==> src/rtl/vc_pop_arbiter.sv <==
// Two-VC pop arbiter: VC0 priority with a burst limit that lets VC1 through,
// back-pressure pause, and one-cycle delayed pop enables for the output mux.
module vc_pop_arbiter #(
  parameter int MAX_BURST = 4,
  parameter int CNT_W     = 4
) (
  input  logic       clk,
  input  logic       reset,
  input  logic       empty_VC0,
  input  logic       empty_VC1,
  input  logic       almost_full_out,
  output logic       pop_VC0,
  output logic       pop_VC1,
  output logic       pop_delay_VC0,
  output logic       pop_delay_VC1,
  output logic       valid_out,
  output logic [1:0] state
);
  typedef enum logic [1:0] {
    IDLE   = 2'b00,
    ACTIVE = 2'b01,
    PAUSE  = 2'b10,
    BAD    = 2'b11
  } state_t;

  localparam logic [CNT_W-1:0] BURST_MAX = CNT_W'(MAX_BURST);

  state_t           st;
  logic [CNT_W-1:0] burst_cnt;
  logic             go, starve, any_req;

  assign any_req   = !empty_VC0 || !empty_VC1;
  // reset gating keeps the FIFOs from being drained while registers clear
  assign go        = !reset && (st != PAUSE) && !almost_full_out;
  assign starve    = (burst_cnt == BURST_MAX) && !empty_VC1;
  assign pop_VC0   = go && !empty_VC0 && !starve;
  assign pop_VC1   = go && !empty_VC1 && !pop_VC0;
  assign valid_out = pop_delay_VC0 | pop_delay_VC1;
  assign state     = st;

  always_ff @(posedge clk) begin
    if (reset) begin
      st            <= IDLE;
      burst_cnt     <= '0;
      pop_delay_VC0 <= 1'b0;
      pop_delay_VC1 <= 1'b0;
    end else begin
      pop_delay_VC0 <= pop_VC0;
      pop_delay_VC1 <= pop_VC1;

      // IDLE, ACTIVE and PAUSE share one next-state rule; 2'b11 falls back to IDLE
      case (st)
        IDLE, ACTIVE, PAUSE: begin
          if (almost_full_out) st <= PAUSE;
          else if (any_req)    st <= ACTIVE;
          else                 st <= IDLE;
        end
        default: st <= IDLE;
      endcase

      if (pop_VC1 || empty_VC1)
        burst_cnt <= '0;
      else if (pop_VC0 && burst_cnt != BURST_MAX)
        burst_cnt <= burst_cnt + CNT_W'(1);
    end
  end
endmodule

==> config.mk <==
export PLATFORM = sky130hd
export DESIGN_NAME = vc_pop_arbiter
export DESIGN_NICKNAME = d
export VERILOG_FILES = /design/src/rtl/vc_pop_arbiter.sv
export SDC_FILE = /design/constraint.sdc
export NUM_CORES = 1
export LEC_CHECK = 0
export BUFFER_PORTS_ARGS = -buffer_cell sky130_fd_sc_hd__buf_4
export CAP_MARGIN = 20
export CORE_AREA = 5 5 42 44
export DETAILED_ROUTE_END_ITERATION = 6
export DIE_AREA = 0 0 47 49
export PLACE_DENSITY = 0.6
export SLEW_MARGIN = 20
export SYNTH_ARGS = -nofsm -noshare
export SYNTH_HDL_FRONTEND = slang
export SYNTH_SLANG_ARGS = --single-unit
==> constraint.sdc <==
create_clock -name clk -period 1.2 [get_ports clk]
set_input_delay 0.06 -clock clk [delete_from_list [all_inputs] [get_ports clk]]
set_output_delay 0.06 -clock clk [all_outputs]
set_load 0.05 [all_outputs]
# == Word-level counts from Yosys, hierarchy flattened ==
# Index checks and enable logic that the tools add are counted.
# totals
in_bits,5
out_inout_bits,7
word_cells,36
register_bits,8
# classes
reduce_logical,21
eq_ne,5
n_addsub,1
n_bitwise,2
n_mux,2
# op_table
operator,count
$logic_and 1x1->1,8
$logic_not 1->1,6
$reduce_or 3->1,2
$add 4x1->4 const B,1
$eq 4x3->1 const B,1
$ne 4x3->1 const B,1
$reduce_or 2->1,2
$eq 2x1->1 const B,1
$eq 2x2->1 const B,1
$logic_not 2->1,1
$logic_or 1x1->1,2
$mux 2,1
$ne 2x2->1 const B,1
$mux 1,1
$not 1->1,1
$or 1x1->1,1

# == Logic depth before layout (Yosys ltp) ==
# depth
depth_word,9
ltp_mapped,5
depth_no_buf,5

# == Least setup slack after synthesis ==
# Ideal clock, no wire load.
# synth_timing
path_type,register to output
start,register st[0] (netlist: state[0])
end,output pop_VC1
slack_ps,-351
n_path_buf,0
required_time_ps,1140
stages_incl_launch_ff,4
arrival_time_ps,1491
path_cell_list,dfxtp_1 > nor2b_1 > nor3_2 > and3b_1
# synth_via
elab_chain_len,7
word_cells_on_any_way,8
classes_between,1 x eq/ne; 7 x reduce/logical
# synth_lines
element,line,source
"start, declared",28,state_t st;
"start signal, assigned",43,st <= IDLE;
"start signal, assigned",54,if (almost_full_out) st <= PAUSE;
"start signal, assigned",55,else if (any_req) st <= ACTIVE;
$ne 2x2->1 (*),34,assign go = !reset && (st != PAUSE) && !almost_full_out;
$logic_and 1x1->1 (*) (2 in series),34,
$logic_and 1x1->1 (2 in series),36,assign pop_VC0 = go && !empty_VC0 && !starve;
$logic_not 1->1,37,assign pop_VC1 = go && !empty_VC1 && !pop_VC0;
$logic_and 1x1->1 (*),37,
"end, declared",13,"output logic pop_VC1,"
# Mark *: on every way between the ends. The rest lies on a longest branch, timed or not.

# == Worst setup path in the final report ==
# layout_timing
start,register burst_cnt[0]
end,output pop_VC1
# layout_via
elab_chain_len,6
# layout_lines
element,line,source
"start, declared",29,logic [CNT_W-1:0] burst_cnt;
"start signal, assigned",64,burst_cnt <= burst_cnt + CNT_W'(1);
$eq 4x3->1,35,assign starve = (burst_cnt == BURST_MAX) && !empty_VC1;
$logic_and 1x1->1,35,
$logic_not 1->1,36,
$logic_and 1x1->1,36,
$logic_not 1->1,37,
$logic_and 1x1->1,37,
# Every way passes these cells.

==> metrics.md <==
| Metric | Value |
|---|---|
| PwrDens | 931 nW/um^2 |
| DRC | 0 |
| # diodes | 0 |
| First-pass GRT wire length | 1800 microns |
| Final instance area | 697 sq um |
| Fmax | 708 MHz |
| TNS Setup | -0.446 ns |
| Slew Viols, Final | 0 |
| Post-synth top cells | dfxtp_1, inv_1, nand2_1, nand4_1 |
| Metal2 WL | 534 microns |
| Drt total wl | 1140 microns |
| Psw | 194 uW |
| Syn Inst Count | 46 |
| I/O Buffers | 11 |
| Switching share of power | 29.9% |
| Simple-Gate Fraction of Synth Area | 38.8% |
| Sequential area share after synthesis | 36.8% |
| Max-Cap Viols | 0 |
| P&R area growth vs syn | 60.1% |
| Gr usage total | 11.0% |
| Yosys reg bits | 8 |
| Slowest cell on the critical path | dfxtp_2 |
| GP Congestion | 0.687 |
| M1 WL | 506 microns |
| HPWL Detailed | 782 microns |
| Root buffer cell | clkbuf_4 |
| R2R setup slack | -0.08 ns |
| Core Area | 1400 sq um |
| Critical path type | flop to output port |
| Status | finished with violations |
| Dpl cell area | 601 sq um |
| Distinct cells, synth | 27 |
| Die width | 47 microns |
| Clock Latency Late Sink | 0.26 ns |
| GRT overflow | 0 |
| Compound-Gate Fraction of Synth Area | 16.1% |
| Vias in the first global route | 452 |
| Routed WL per cell | 13.6 microns |
| Sequential group share of total power | 42.7% |
| Mapped Area | 435 sq um |
| Sequence of cells on the critical path | inv_2 -> ha_4 -> nand3b_1 -> nand2b_1 -> and3b_2 -> buf_8 |
| Gate power share | 21.9% |
| Min-delay worst type | primary input to flop |
| Combinational family with the most area after synthesis | simple AND/OR/NAND/NOR gates |
| Startpoint Class | flop |
| Synth area leaders | dfxtp_1, ha_1, nand4_1 |
| Inserted Clock Buffers | 3 |
| Placed cell count | 78 |
| Clock Skews | 0.00287 ns |
| Met3 WL | 71 microns |
| WP data required | 1.14 ns |
| Final net count | 76 |
| Die H | 49 microns |
| Rows | 14 |
| Delay-heaviest family, CP | simple AND/OR/NAND/NOR gates |
| Worst slack at placement | -0.0247 ns |
| Final Hold Violating Endpoints | 0 |
| Most common cell in the netlist | dfxtp_1 |
| Setup crit end kind | output port |
| Clk pwr share | 35.5% |
| Violated checks | negative setup slack |
| Leading area contributor after synthesis | dfxtp_1 |
| Post-synthesis adder-cell area fraction | 5.75% |
| Synthesized Nets | 53 |
| CTS Buffer Depth | 2 |
| Final min period | 1.41 ns |
| # clock sinks | 8 |
| Total power | 649 uW |
| Setup ws final | -0.213 ns |
| Uppermost routed layer | met4 |
| Arrival @ worst endpoint | 1.35 ns |
| Post-synth ARST share | 0% |
| Post-route insts no fill | 84 |
| DR vias/cell | 5.30 |
| CTS clk-pin slew, worst paths | 0.06 ns |
| Largest net degree at the start of global routing | 9 |
| Slew @ Worst Pin | 0.275 ns |
| Layout cells sized above 1 | 57.4% |
| Final Cycle Share | 118% |
| Mux contribution to synthesized area | 0% |
| Top-area cell type share of the netlist area | 36.8% |
| Syn Area/Cell | 9.47 sq um |
| Via count | 445 |
| I/O pin total | 12 |
| Slew HR | 81.6% |
| Number of enable flip-flop cells after synthesis | 0 |
| Warnings, synthesis | 0 |
| Synth Flop Type | dfxtp_1 |
| Int Power | 455 uW |
| H-Tree Depth | 1 |
| Buffers and inverters on the worst path | 2 |
| Setup violators final | 4 |
| Die Area | 2300 sq um |
| Initial antenna violation count | 0 |
| Starting Density | 31.1% |
| CTS tree | built |
| Initial DRC Count | 11 |
| Fin Hold WS | 0.0358 ns |
| Crit path max fanout | 3 |
| RSZ-0062 raised after global routing | true |
| First-pass DRT Iterations | 2 |
| Worst vdd ir | 0.554 mV |
| Final Util | 49.7% |
| P_leak | 0.296 nW |
| Xor/xnor share of the synthesized area | 0% |
| DRT antenna net count | 0 |
| Crit-path max cell delay | 0.33 ns |
-- cells by family after synthesis --
group | count (synthesis)
adder cells (fa/ha/maj) | 2
AO/OA/AOI/OAI | 9
buffers and inverters | 3
flip-flops | 8
AND/OR/NAND/NOR | 24
-- power groups by stage --
stage          logic [mW]  registers (mW)  clock network [mW]
6_report            0.142           0.277               0.230
2_1_floorplan      0.0514           0.303                   0
3_3_place_gp        0.128           0.282                   0
3_5_place_dp        0.128           0.283                   0
5_1_grt             0.149           0.278               0.259
4_1_cts             0.137           0.277               0.244
-- sequential cells by signal, indices dropped and copies added (netlist names) --
name / count
pop_delay_VC1: 1
state: 2
burst_cnt: 4
pop_delay_VC0: 1
-- layout make-up --
cell class,instances,area [sq um]
repair buffers,18,146
multi-input cells,35,323
well taps,16,20.0
flip-flops and latches,8,170
fillers,152,704
inverters,3,11.3
clock buffers,4,26.3
-- per-layer routing --
metal | GRT usage [%] | up-vias
met5 | 0 | -
met4 | 9.22 | 0
met3 | 4.80 | 3
met2 | 14.3 | 13
met1 | 13.4 | 209
li1 | - | 220
-- timing repair --
action | in CTS | in global routing
pin swaps | 3 | 2
resized for setup | 9 | 4
setup buffers | 2 | 1
hold buffers | 0 | 0
setup endpoints to repair | 4 | 6
-- path summary, 6_finish.rpt --
check / depth (start not counted) / start / end
max reg2reg: 6 / burst_cnt[0] / burst_cnt[2]
min reg2reg: 2 / state[1] / state[1]
min: 2 / almost_full_out / state[0]
max: 6 / burst_cnt[0] / pop_VC1
-- cell usage in the layout (no fill, tap or decap), types with 2 or more instances in the layout --
cell type   n
buf_4      16
clkbuf_4    3
dfxtp_1     4
dfxtp_2     2
dfxtp_4     2
inv_2       2
nand2_1     3
nand2b_1    2
nand4_1     3
nor2b_4     2
o22ai_1     2
Note: power is estimated with default switching activity, not from simulation.
